`config.mk`:
```
export PLATFORM = sky130hd
export DESIGN_NAME = inst_encoder
export DESIGN_NICKNAME = d
export VERILOG_FILES = /design/src/rtl/rv32i_pkg.sv /design/src/rtl/rv32i_inst_pack.sv /design/src/rtl/inst_encoder.sv
export SDC_FILE = /design/constraint.sdc
export NUM_CORES = 1
export LEC_CHECK = 0
export CORE_ASPECT_RATIO = 1.2
export CORE_MARGIN = 3
export CORE_UTILIZATION = 42
export CTS_CLUSTER_SIZE = 10
export DETAILED_ROUTE_END_ITERATION = 16
export PLACE_DENSITY_LB_ADDON = 0.15
export SYNTH_ARGS = -nofsm -noshare
export SYNTH_HDL_FRONTEND = slang
export SYNTH_SLANG_ARGS = --single-unit
```
`constraint.sdc`:
```
create_clock -name i_clk -period 1.8 [get_ports i_clk]
set_input_delay 0.27 -clock i_clk [delete_from_list [all_inputs] [get_ports i_clk]]
set_output_delay 0.27 -clock i_clk [all_outputs]
set_load 0.02 [all_outputs]
```
`src/rtl/rv32i_pkg.sv`:
```
// RV32I encoder shared types: opcodes, kinds, ALU-op/funct3 codes, errors.
// Optional immediate range check is selected with INST_ENC_IMM_CHECK_EN.
package rv32i_pkg;

  localparam logic [6:0] OP_R      = 7'b0110011;
  localparam logic [6:0] OP_IMM    = 7'b0010011;
  localparam logic [6:0] OP_LOAD   = 7'b0000011;
  localparam logic [6:0] OP_STORE  = 7'b0100011;
  localparam logic [6:0] OP_BRANCH = 7'b1100011;
  localparam logic [6:0] OP_JAL    = 7'b1101111;
  localparam logic [6:0] OP_JALR   = 7'b1100111;
  localparam logic [6:0] OP_LUI    = 7'b0110111;
  localparam logic [6:0] OP_AUIPC  = 7'b0010111;

  localparam logic [6:0] F7_BASE = 7'b0000000;
  localparam logic [6:0] F7_ALT  = 7'b0100000;

  typedef enum logic [3:0] {
    K_R      = 4'd0,
    K_IALU   = 4'd1,
    K_LOAD   = 4'd2,
    K_STORE  = 4'd3,
    K_BRANCH = 4'd4,
    K_JAL    = 4'd5,
    K_JALR   = 4'd6,
    K_LUI    = 4'd7,
    K_AUIPC  = 4'd8
  } inst_kind_e;

  localparam logic [3:0] ALU_ADD  = 4'b0000;
  localparam logic [3:0] ALU_SUB  = 4'b1000;
  localparam logic [3:0] ALU_SLL  = 4'b0001;
  localparam logic [3:0] ALU_SLT  = 4'b0010;
  localparam logic [3:0] ALU_SLTU = 4'b0011;
  localparam logic [3:0] ALU_XOR  = 4'b0100;
  localparam logic [3:0] ALU_SRL  = 4'b0101;
  localparam logic [3:0] ALU_SRA  = 4'b1101;
  localparam logic [3:0] ALU_OR   = 4'b0110;
  localparam logic [3:0] ALU_AND  = 4'b0111;

  localparam logic [2:0] F3_LB   = 3'b000;
  localparam logic [2:0] F3_LH   = 3'b001;
  localparam logic [2:0] F3_LW   = 3'b010;
  localparam logic [2:0] F3_LBU  = 3'b100;
  localparam logic [2:0] F3_LHU  = 3'b101;
  localparam logic [2:0] F3_SB   = 3'b000;
  localparam logic [2:0] F3_SH   = 3'b001;
  localparam logic [2:0] F3_SW   = 3'b010;
  localparam logic [2:0] F3_BEQ  = 3'b000;
  localparam logic [2:0] F3_BNE  = 3'b001;
  localparam logic [2:0] F3_BLT  = 3'b100;
  localparam logic [2:0] F3_BGE  = 3'b101;
  localparam logic [2:0] F3_BLTU = 3'b110;
  localparam logic [2:0] F3_BGEU = 3'b111;
  localparam logic [2:0] F3_JALR = 3'b000;

  typedef enum logic [1:0] {
    ERR_NONE  = 2'b00,
    ERR_KIND  = 2'b01,
    ERR_FUNCT = 2'b10,
    ERR_IMM   = 2'b11
  } err_code_e;

  typedef enum logic {
    ST_RUN  = 1'b0,
    ST_HALT = 1'b1
  } enc_state_e;

endpackage

```
`src/rtl/rv32i_inst_pack.sv`:
```
// Combinational RV32I field packer and legality check.
// INST_ENC_IMM_CHECK_EN: reject immediates that do not fit their field.
module rv32i_inst_pack
  import rv32i_pkg::*;
(
  input  logic [3:0]  i_kind,
  input  logic [3:0]  i_alu_op,
  input  logic [2:0]  i_f3,
  input  logic [4:0]  i_rd,
  input  logic [4:0]  i_rs1,
  input  logic [4:0]  i_rs2,
  input  logic [31:0] i_imm,
  output logic [31:0] o_inst,
  output logic        o_err,
  output logic [1:0]  o_code
);

  logic w_kind_bad;
  logic w_funct_bad;
  logic w_imm_bad;
  logic w_shift;

  assign w_shift = (i_alu_op[1:0] == 2'b01);

  // field packing and funct legality per instruction kind
  always_comb begin
    o_inst      = '0;
    w_kind_bad  = 1'b0;
    w_funct_bad = 1'b0;
    case (i_kind)
      K_R: begin
        w_funct_bad = i_alu_op[3] &
                      (i_alu_op != ALU_SUB) &
                      (i_alu_op != ALU_SRA);
        o_inst = {i_alu_op[3] ? F7_ALT : F7_BASE,
                  i_rs2, i_rs1, i_alu_op[2:0],
                  i_rd, OP_R};
      end
      K_IALU: begin
        w_funct_bad = i_alu_op[3] &
                      (i_alu_op != ALU_SRA);
        if (w_shift)
          o_inst = {i_alu_op[3] ? F7_ALT : F7_BASE,
                    i_imm[4:0], i_rs1, i_alu_op[2:0],
                    i_rd, OP_IMM};
        else
          o_inst = {i_imm[11:0], i_rs1,
                    i_alu_op[2:0], i_rd, OP_IMM};
      end
      K_LOAD: begin
        w_funct_bad = !(i_f3 inside
          {F3_LB, F3_LH, F3_LW, F3_LBU, F3_LHU});
        o_inst = {i_imm[11:0], i_rs1, i_f3,
                  i_rd, OP_LOAD};
      end
      K_STORE: begin
        w_funct_bad = !(i_f3 inside
          {F3_SB, F3_SH, F3_SW});
        o_inst = {i_imm[11:5], i_rs2, i_rs1, i_f3,
                  i_imm[4:0], OP_STORE};
      end
      K_BRANCH: begin
        w_funct_bad = !(i_f3 inside
          {F3_BEQ, F3_BNE, F3_BLT,
           F3_BGE, F3_BLTU, F3_BGEU});
        o_inst = {i_imm[12], i_imm[10:5], i_rs2,
                  i_rs1, i_f3, i_imm[4:1],
                  i_imm[11], OP_BRANCH};
      end
      K_JAL: begin
        o_inst = {i_imm[20], i_imm[10:1], i_imm[11],
                  i_imm[19:12], i_rd, OP_JAL};
      end
      K_JALR: begin
        o_inst = {i_imm[11:0], i_rs1, F3_JALR,
                  i_rd, OP_JALR};
      end
      K_LUI: begin
        o_inst = {i_imm[31:12], i_rd, OP_LUI};
      end
      K_AUIPC: begin
        o_inst = {i_imm[31:12], i_rd, OP_AUIPC};
      end
      default: begin
        w_kind_bad = 1'b1;
      end
    endcase
  end

`ifdef INST_ENC_IMM_CHECK_EN
  logic w_i_ok;
  logic w_b_ok;
  logic w_j_ok;
  logic w_u_ok;
  logic w_sh_ok;

  assign w_i_ok  = (&i_imm[31:11]) | ~(|i_imm[31:11]);
  assign w_b_ok  = ((&i_imm[31:12]) | ~(|i_imm[31:12]))
                   & ~i_imm[0];
  assign w_j_ok  = ((&i_imm[31:20]) | ~(|i_imm[31:20]))
                   & ~i_imm[0];
  assign w_u_ok  = ~(|i_imm[11:0]);
  assign w_sh_ok = ~(|i_imm[31:5]);

  // immediate representability per format
  always_comb begin
    w_imm_bad = 1'b0;
    case (i_kind)
      K_IALU:
        w_imm_bad = w_shift ? ~w_sh_ok : ~w_i_ok;
      K_LOAD, K_STORE, K_JALR:
        w_imm_bad = ~w_i_ok;
      K_BRANCH:
        w_imm_bad = ~w_b_ok;
      K_JAL:
        w_imm_bad = ~w_j_ok;
      K_LUI, K_AUIPC:
        w_imm_bad = ~w_u_ok;
      default:
        w_imm_bad = 1'b0;
    endcase
  end
`else
  assign w_imm_bad = 1'b0;
`endif

  // error code, kind error dominates funct, funct dominates imm
  always_comb begin
    o_code = ERR_NONE;
    if (w_kind_bad)
      o_code = ERR_KIND;
    else if (w_funct_bad)
      o_code = ERR_FUNCT;
    else if (w_imm_bad)
      o_code = ERR_IMM;
  end

  assign o_err = w_kind_bad | w_funct_bad | w_imm_bad;

endmodule

```
`src/rtl/inst_encoder.sv`:
```
// RV32I encoder: output register, IMEM address counter, halt FSM, errors.
// INST_ENC_IMM_CHECK_EN enables immediate range rejection in the packer.
module inst_encoder
  import rv32i_pkg::*;
#(
  parameter int               ADDR_W      = 32,
  parameter logic [ADDR_W-1:0] BASE_ADDR  = '0,
  parameter bit               STOP_ON_ERR = 1'b0
) (
  input  logic              i_clk,
  input  logic              i_rst_n,
  input  logic              i_req_valid,
  output logic              o_req_ready,
  input  logic [3:0]        i_kind,
  input  logic [3:0]        i_alu_op,
  input  logic [2:0]        i_f3,
  input  logic [4:0]        i_rd,
  input  logic [4:0]        i_rs1,
  input  logic [4:0]        i_rs2,
  input  logic [31:0]       i_imm,
  input  logic              i_addr_clr,
  output logic              o_inst_valid,
  input  logic              i_inst_ready,
  output logic [31:0]       o_inst,
  output logic [ADDR_W-1:0] o_inst_addr,
  output logic              o_err,
  output logic [1:0]        o_err_code
);

  enc_state_e        r_state;
  enc_state_e        w_state_nxt;
  logic              r_valid;
  logic [31:0]       r_inst;
  logic [ADDR_W-1:0] r_addr;
  logic              r_err;
  logic [1:0]        r_err_code;

  logic              w_ready;
  logic              w_accept;
  logic              w_out_hs;
  logic [31:0]       w_inst;
  logic              w_perr;
  logic [1:0]        w_pcode;

  rv32i_inst_pack u_pack (
    .i_kind   (i_kind),
    .i_alu_op (i_alu_op),
    .i_f3     (i_f3),
    .i_rd     (i_rd),
    .i_rs1    (i_rs1),
    .i_rs2    (i_rs2),
    .i_imm    (i_imm),
    .o_inst   (w_inst),
    .o_err    (w_perr),
    .o_code   (w_pcode)
  );

  assign w_ready  = i_rst_n & (r_state == ST_RUN) &
                    ~i_addr_clr &
                    (~r_valid | i_inst_ready);
  assign w_accept = i_req_valid & w_ready;
  assign w_out_hs = r_valid & i_inst_ready;

  // state register
  always_ff @(posedge i_clk or negedge i_rst_n) begin
    if (!i_rst_n)
      r_state <= ST_RUN;
    else
      r_state <= w_state_nxt;
  end

  // halt on a rejected request when configured, clear resumes
  always_comb begin
    w_state_nxt = r_state;
    if (i_addr_clr)
      w_state_nxt = ST_RUN;
    else if (STOP_ON_ERR && w_accept && w_perr)
      w_state_nxt = ST_HALT;
  end

  // output word register and address counter
  always_ff @(posedge i_clk or negedge i_rst_n) begin
    if (!i_rst_n) begin
      r_valid <= 1'b0;
      r_inst  <= '0;
      r_addr  <= BASE_ADDR;
    end else if (i_addr_clr) begin
      r_valid <= 1'b0;
      r_addr  <= BASE_ADDR;
    end else begin
      if (w_out_hs)
        r_addr <= r_addr + ADDR_W'(4);
      if (w_accept && !w_perr) begin
        r_valid <= 1'b1;
        r_inst  <= w_inst;
      end else if (w_out_hs) begin
        r_valid <= 1'b0;
      end
    end
  end

  // error pulse and sticky error code
  always_ff @(posedge i_clk or negedge i_rst_n) begin
    if (!i_rst_n) begin
      r_err      <= 1'b0;
      r_err_code <= ERR_NONE;
    end else begin
      r_err <= w_accept & w_perr;
      if (w_accept && w_perr)
        r_err_code <= w_pcode;
    end
  end

  assign o_req_ready  = w_ready;
  assign o_inst_valid = r_valid;
  assign o_inst       = r_inst;
  assign o_inst_addr  = r_addr;
  assign o_err        = r_err;
  assign o_err_code   = r_err_code;

endmodule

```
# [After elaboration in Yosys (flattened, before gate mapping)]
# Cells that the tools add are included.
[totals] reg_bits=68 output_inout_bits=69 elab_cells=62
[op_classes] n_addsub=1 n_eq_ne=17 muxes=12 bitwise=12 n_reduce_logical=15
[ops] operator="$pmux W32 S9" n=1
[ops] operator="$mux W32" n=3
[ops] operator="$add A32 B3 Y32 const B" n=1
[ops] operator="$eq A4 B3 Y1 const B" n=4
[ops] operator="$eq A3 B3 Y1 const B" n=4
[ops] operator="$reduce_or A9 Y1" n=1
[ops] operator="$and A1 B1 Y1" n=8
[ops] operator="$eq A4 B2 Y1 const B" n=2
[ops] operator="$ne A4 B4 Y1 const B" n=2
[ops] operator="$mux W6" n=1
[ops] operator="$reduce_bool A3 Y1" n=2
[ops] operator="$reduce_bool A6 Y1" n=1
[ops] operator="$pmux W1 S5" n=1
[ops] operator="$reduce_bool A5 Y1" n=1
[ops] operator="$eq A4 B1 Y1 const B" n=1
[ops] operator="$eq A4 B4 Y1 const B" n=1
[ops] operator="$logic_not A1 Y1" n=4
[ops] operator="$logic_not A4 Y1" n=1
[ops] operator="$mux W1" n=4
[ops] operator="$mux W2" n=2
[ops] operator="$eq A3 B1 Y1 const B" n=1
[ops] operator="$eq A3 B2 Y1 const B" n=1
[ops] operator="$logic_not A3 Y1" n=1
[ops] operator="$eq A2 B1 Y1 const B" n=1
[ops] operator="other kinds (5)" n=8

# [Longest topological paths before layout]
# Gate-level depths: netlist of the first run.
[depth] depth_word=9 ltp_mapped=8 ltp_nobuf=5

# [Modules after synthesis]
# A second synthesis of the first run with hierarchy kept.
[hier_totals] hier_cells=368 area_unflattened_um2=3747.3
[by_module_without_submodules] mod="inst_encoder" instances=1 cells_per_inst=254 area_per_inst_um2=2934.1
[by_module_without_submodules] mod="rv32i_inst_pack" instances=1 cells_per_inst=114 area_per_inst_um2=813.3

# [Least setup slack after synthesis of the first run]
# OpenSTA, ideal clock, no wires.
[synth_path] path_type="input -> register" start="in i_kind[0]" end="reg r_inst[10] (netlist: o_inst[10])" setup_ps=125 arrival_time_ps=1806 t_required_ps=1675 setup_slack_ps=-131 cell_stages=7 path_buffers=2 cell_sequence="buf_2 -> nor4b_1 -> o21ai_1 -> a211oi_2 -> nor2_2 -> buf_6 -> mux2_4"
[synth_between] elab_chain_cells=7
[synth_lines] element="from (decl)" line="inst_encoder.sv:14" text="input logic [3:0] i_kind,"
[synth_lines] element="$eq A4 B3 Y1 (tied with other cells)" line="rv32i_inst_pack.sv:30" text="case (i_kind)"
[synth_lines] element="$reduce_or A9 Y1 (no line)"
[synth_lines] element="$mux W1" line="rv32i_inst_pack.sv:30"
[synth_lines] element="$or A1 B1 Y1" line="rv32i_inst_pack.sv:138" text="assign o_err = w_kind_bad | w_funct_bad | w_imm_bad;"
[synth_lines] element="$logic_not A1 Y1" line="inst_encoder.sv:93" text="if (w_accept && !w_perr) begin"
[synth_lines] element="$logic_and A1 B1 Y1" line="inst_encoder.sv:93"
[synth_lines] element="$reduce_and A2 Y1 (no line)"
[synth_lines] element="to (signal assigned)" line="inst_encoder.sv:95" text="r_inst <= w_inst;"
[synth_lines] element="to (decl)" line="inst_encoder.sv:33" text="logic [31:0] r_inst;"
# Parallel ways exist; a longest one is shown, timed or not.
# A chain may end at the register's enable or synchronous reset.

# [Worst setup path after layout of the first run]
[layout_path] start="in i_kind[3]" end="reg r_inst[24] (netlist: o_inst[24])"
# The elaborated chain is that of the path after synthesis.

==> results of run 1 <==
## layout by cell type (no fill, tap or decap), drive strengths merged, types with 12 or more instances in the layout
| cell | n |
|---|---|
| a21oi | 30 |
| a22o | 16 |
| buf | 68 |
| clkbuf | 12 |
| clkdlybuf4s50 | 117 |
| dfrtp | 65 |
| mux2 | 23 |
| mux2i | 13 |
| nand2 | 19 |
| nor2 | 42 |
| nor2b | 12 |
| nor4 | 14 |
| o21ai | 17 |
| xnor2 | 24 |
## area by class of cell
type	instances	area, µm²	area share
clock buffers	11	131	0.0213
clock inverters	5	56.3	0.00913
inverters	10	37.5	0.00609
multi-input cells	304	2280	0.370
flip-flops and latches	65	1630	0.264
well taps	120	150	0.0244
repair buffers	197	1880	0.305
## critical path, stage by stage
cell and delay, ps:
clkdlybuf4s15_2 240, or4b_4 580, nor3_4 150, nand3b_4 210, nor2_4 50, buf_12 150
mux2_1 300
## metal layers
layer | GRT usage | share of wire
met1 | 0.293 | 0.42
met2 | 0.378 | 0.49
met3 | 0.0529 | 0.068
met4 | 0.0751 | 0.017
met5 | 0 | 0
## final timing paths
kind	end	slack [ps]	cells after the start
max reg2reg	o_inst[20]	70	6
min	o_inst_addr[3]	230	3
max in group asynchronous	o_err	930	3
min reg2reg	o_err_code[0]	480	1
max	o_inst[24]	70	7
min in group i_clk	o_inst_valid	380	4
## kinds of logic after synthesis
logic type	share of synthesized area
and+or+nand+nor	0.188
adders and majority gates	0.00316
muxes	0.117
DFF	0.411
buffers and inverters	0.0481
AOI/OAI and AO/OA	0.173
xor gates and xnor gates	0.0576
other	0.000948
## per-stage QoR
| stage | area [µm²] | utilization | hold WS [ps] | setup WS (ps) | power (W) |
|---|---|---|---|---|---|
| floorplan | 4050 | - | -25.6 | -10.9 | 0.00237 |
| global placement | 5760 | 0.631 | 234 | -824 | 0.00304 |
| CTS | 6060 | 0.664 | 230 | 7.71 | 0.00432 |
| global route | 6160 | 0.675 | 292 | -24.5 | 0.00450 |
| detailed placement | 5760 | 0.631 | 229 | -890 | 0.00307 |
| finish | 6160 | 0.675 | 233 | 67.6 | 0.00432 |
## timing repair
item,in CTS,in global routing
setup endpoints to repair,44,38
setup buffers,5,6
pin swaps,9,8
hold endpoints to repair,9,0
cloned,1,1
gates resized for setup,29,13
hold buffers,1,0
## sequential cells by signal (all words and copies together), names as in the netlist
signal	flops
o_err_code	2
o_inst	31
o_inst_addr	30
o_err	1
o_inst_valid	1
## where the power goes
part,switching (W),internal (W),leakage [nW],total [W]
logic,0.000613,0.000750,1.61,0.00136
clock network,0.000596,0.000639,0.0933,0.00124
registers,0.0000982,0.00162,0.859,0.00172
total,0.00131,0.00301,2.56,0.00432
==> flow_summary.yaml, run 1 <==
status:
  outcome: "complete, no violations"
placed_design:
  dp_cells: 685
  gp_congestion: 0.915
  place_hpwl_mm: 8.82
  port_buffers: 129
die:
  dieArea_um2: 10600
  die_w_um: 94.6
  die_h_um: 112
  std_cell_rows: 38
  num_io_pins: 132
  start_util: 0.433
  core_area_um2: 9130
detailed_routing:
  drtAntennaViolNets: 0
  num_vias: 3884
  wirelength_mm: 12.2
  drc: 0
  drt_pass1_iterations: 4
  wl_per_cell_um: 17.1
  viasPerCell: 5.46
  drtIter0Drc: 164
logic_synthesis:
  avgSynthCellArea_um2: 9.67
  ys_seq_area_frac: 0.411
  synth.cell_area_um2: 3950
  yosysMostFrequentCell: "dfrtp_1"
  synth_cells: 409
  synth_edf_count: 0
  async_flop_share: 1.00
  ys_top_cells_by_area: "dfrtp_1, mux2_4, xnor2_1, a21oi_1, nor2_1"
  synthTopCellsByCount: "dfrtp_1, nor2_1, a21oi_1"
  ys.warnings.count: 0
  synthFlopType: "dfrtp_1"
  yosysTopAreaCell: "dfrtp_1"
  synth_cell_types: 59
  synth_top_area_share: 0.411
  synth-seq-cells: 65
flow_run:
  max-cap-violations: 0
layout:
  area_delta_synth_final_pct: 55.9
  nFillCells: 747
  drive_above_1_share: 0.221
  final_cells: 712
  nNetsFinal: 651
  diodes: 0
cts:
  cts_buffer_depth: 2
  h-tree-depth: 3
  clock_sinks: 65
  path_clk_slew_ps: 80
  cts_tree: "done"
  cts_root_buf: "clkbuf_8"
  clock_latency_ps: 340
  numCtsBuffers: 9
timing:
  setup_viol: 0
  slew_headroom: 0.520
  setup-tns-final_ps: 0
  finalCritPeriodShare: 0.962
  min_period_ps: 1730
  slew_viol_final: 0
  fin_skew_ps: 14.1
  hold_viol_final: 0
  fmax_ghz: 0.577
  rsz0062_at_grt: "true"
  worst_slew_pin_slew_ps: 720
power_and_ir_drop:
  ir_drop_v: 0.000510
  p_leak_nw: 2.56
  p_per_area_nw_per_um2: 700
setup_path:
  cp.required_ps: 2030
  endpoint_kind: "register"
  arrival_ps: 1960
  cp_max_fo: 12
  crit_path_start: "i_kind[3]"
  critPathKind: "input pin to register"
  worst_setup_path_start_kind: "input pin"
  worstReg2RegStart: "o_inst_valid"
grt:
  grt_max_degree: 57
  grt_pass1_vias: 3874
  antenna_found_initial: 0
  grt_pass1_wl_mm: 19.1
  track_usage: 0.228
  overflow: 0
min_path:
  min_path_type: "input pin to asynchronous set/reset pin"
No activity file was read; power rests on OpenSTA's default activity.
==> run 2, diff against run 1 <==
- CELL_PAD_IN_SITES_DETAIL_PLACEMENT: default -> 1
- CELL_PAD_IN_SITES_GLOBAL_PLACEMENT: default -> 1
- CORE_UTILIZATION: 42 -> 31
==> run 2 against run 1 <==
  * Non-clock buffer count up 3
  * Clock power is 27% higher
  * Cell area increased by 3.4%
  * Maximum frequency is 2.6% lower
  * Register-to-register slack lost 20 ps
  * Sequential cell count stayed put
  * Largest power group unchanged
  * Total power is 8.5% higher
==> flow_summary.yaml, run 2 (same netlist as run 1, synthesis figures left out) <==
grt:
  antenna_found_initial: 0
  grt_pass1_vias: 4212
  track_usage: 0.201
  overflow: 0
  grt_pass1_wl_mm: 22.0
  grt_max_degree: 48
status:
  outcome: "complete, no violations"
timing:
  hold_viol_final: 0
  min_period_ps: 1780
  slew_headroom: 0.412
  fin_skew_ps: 7.04
  slew_viol_final: 0
  worst_slew_pin_slew_ps: 880
  setup_ws_ps: 21.8
  setup-tns-final_ps: 0
  rsz0062_at_grt: "true"
  fmax_ghz: 0.562
  setup_viol: 0
  finalCritPeriodShare: 0.988
cts:
  cts_tree: "done"
  path_clk_slew_ps: 50
  cts_buffer_depth: 2
  numCtsBuffers: 9
  cts_root_buf: "clkbuf_16"
  clock_sinks: 65
  h-tree-depth: 3
  clock_latency_ps: 320
setup_path:
  path_cells: "dlygate4sd2_1 > or4b_4 > nor3_4 > nand3b_4 > buf_6 > nor2_4 > buf_12 > mux2_4"
  cp_max_fo: 6
  critPathKind: "input pin to register"
  timing.rr.end: "o_inst_addr[17]"
  r2r_slack_ps: 50
  endpoint_kind: "register"
  worstReg2RegStart: "o_inst_valid"
  reg2reg_depth: 7
  slowest_delay_ps: 490
  slowest_stage: "or4b_4"
  cp.required_ps: 2010
  arrival_ps: 1990
  worst_setup_path_start_kind: "input pin"
placed_design:
  dp_slack_ps: -971
  port_buffers: 129
  dp_cells: 729
  place_hpwl_mm: 10.1
  gp_congestion: 0.870
layout:
  final_cells: 755
  utilization: 0.519
  nNetsFinal: 654
  area_delta_synth_final_pct: 61.3
  drive_above_1_share: 0.236
  final_cell_mix: "clkdlybuf4s50_1, dfrtp_1, buf_4"
  mostFrequentLayoutCell: "clkdlybuf4s50_1"
  largest_reg_flops: 31
  diodes: 0
power_and_ir_drop:
  ir_drop_v: 0.000377
  p_per_area_nw_per_um2: 734
  p_leak_nw: 2.62
die:
  dieArea_um2: 14200
  die_w_um: 109
  core_area_um2: 12300
  die_h_um: 130
  num_io_pins: 132
  start_util: 0.322
  std_cell_rows: 44
detailed_routing:
  viasPerCell: 5.17
  num_vias: 3902
  drtAntennaViolNets: 0
  wl_per_cell_um: 18.1
  drtIter0Drc: 143
  drc: 0
  drt_pass1_iterations: 4
  wirelength_mm: 13.6
flow_run:
  max-cap-violations: 0
min_path:
  min_path_type: "input pin to asynchronous set/reset pin"
==> run 2: worst max-delay path, delay by kind of cell <==
family        cells  cell delay (ps)
mux               1              290
simple gates      4              950
buf+inv           3              450
==> run 2: metrics by stage <==
step | hold slack (ps) | area (µm²) | power (W)
after floorplan | -25.6 | 4050 | 0.00237
after global placement | 296 | 5820 | 0.00306
after detailed placement | 309 | 5820 | 0.00309
after CTS | 251 | 6330 | 0.00475
after global routing | 272 | 6380 | 0.00493
final | 225 | 6380 | 0.00468
==> run 2: worst max path at each step <==
stage | start | to | slack, ps | cells past startpoint
6_report | i_alu_op[3] | o_inst[13] | 20 | 8
5_1_grt | o_inst_valid | o_inst_addr[25] | -50 | 7
4_1_cts | o_inst_valid | o_inst_addr[17] | 6 | 7
3_5_place_dp | i_kind[2] | o_inst[25] | -970 | 7
3_3_place_gp | i_kind[2] | o_inst[26] | -890 | 7
2_1_floorplan | o_inst_valid | o_inst_addr[25] | -10 | 7
==> run 2: layout make-up <==
cell class	count	area, µm²
Clock buffer	12	246
Clock inverter	3	17.5
Fill cell	1380	5900
Inverter	10	37.5
Multi-Input combinational cell	304	2320
Sequential cell	65	1630
Tap cell	161	201
Timing Repair Buffer	200	1920
==> run 2: where the power goes <==
| part | total, W | internal [W] | switching [W] |
|---|---|---|---|
| sequential | 0.00173 | 0.00162 | 0.000106 |
| clock | 0.00157 | 0.000957 | 0.000616 |
| combinational | 0.00138 | 0.000751 | 0.000628 |
| total | 0.00468 | 0.00333 | 0.00135 |
==> run 2: metal layers <==
layer / GRT usage / part of all wire
met1: 0.237 / 0.41
met2: 0.371 / 0.54
met3: 0.0391 / 0.042
met4: 0.0475 / 0.0073
met5: 0 / 0
==> run 2: timing repair <==
item / in CTS / in global routing
gates cloned: 2 / 0
pin swaps: 9 / 6
gates resized for setup: 44 / 21
endpoints found under the hold margin: 18 / 0
buffers inserted: 9 / 1
setup endpoints to repair: 57 / 31
hold buffers: 1 / 0
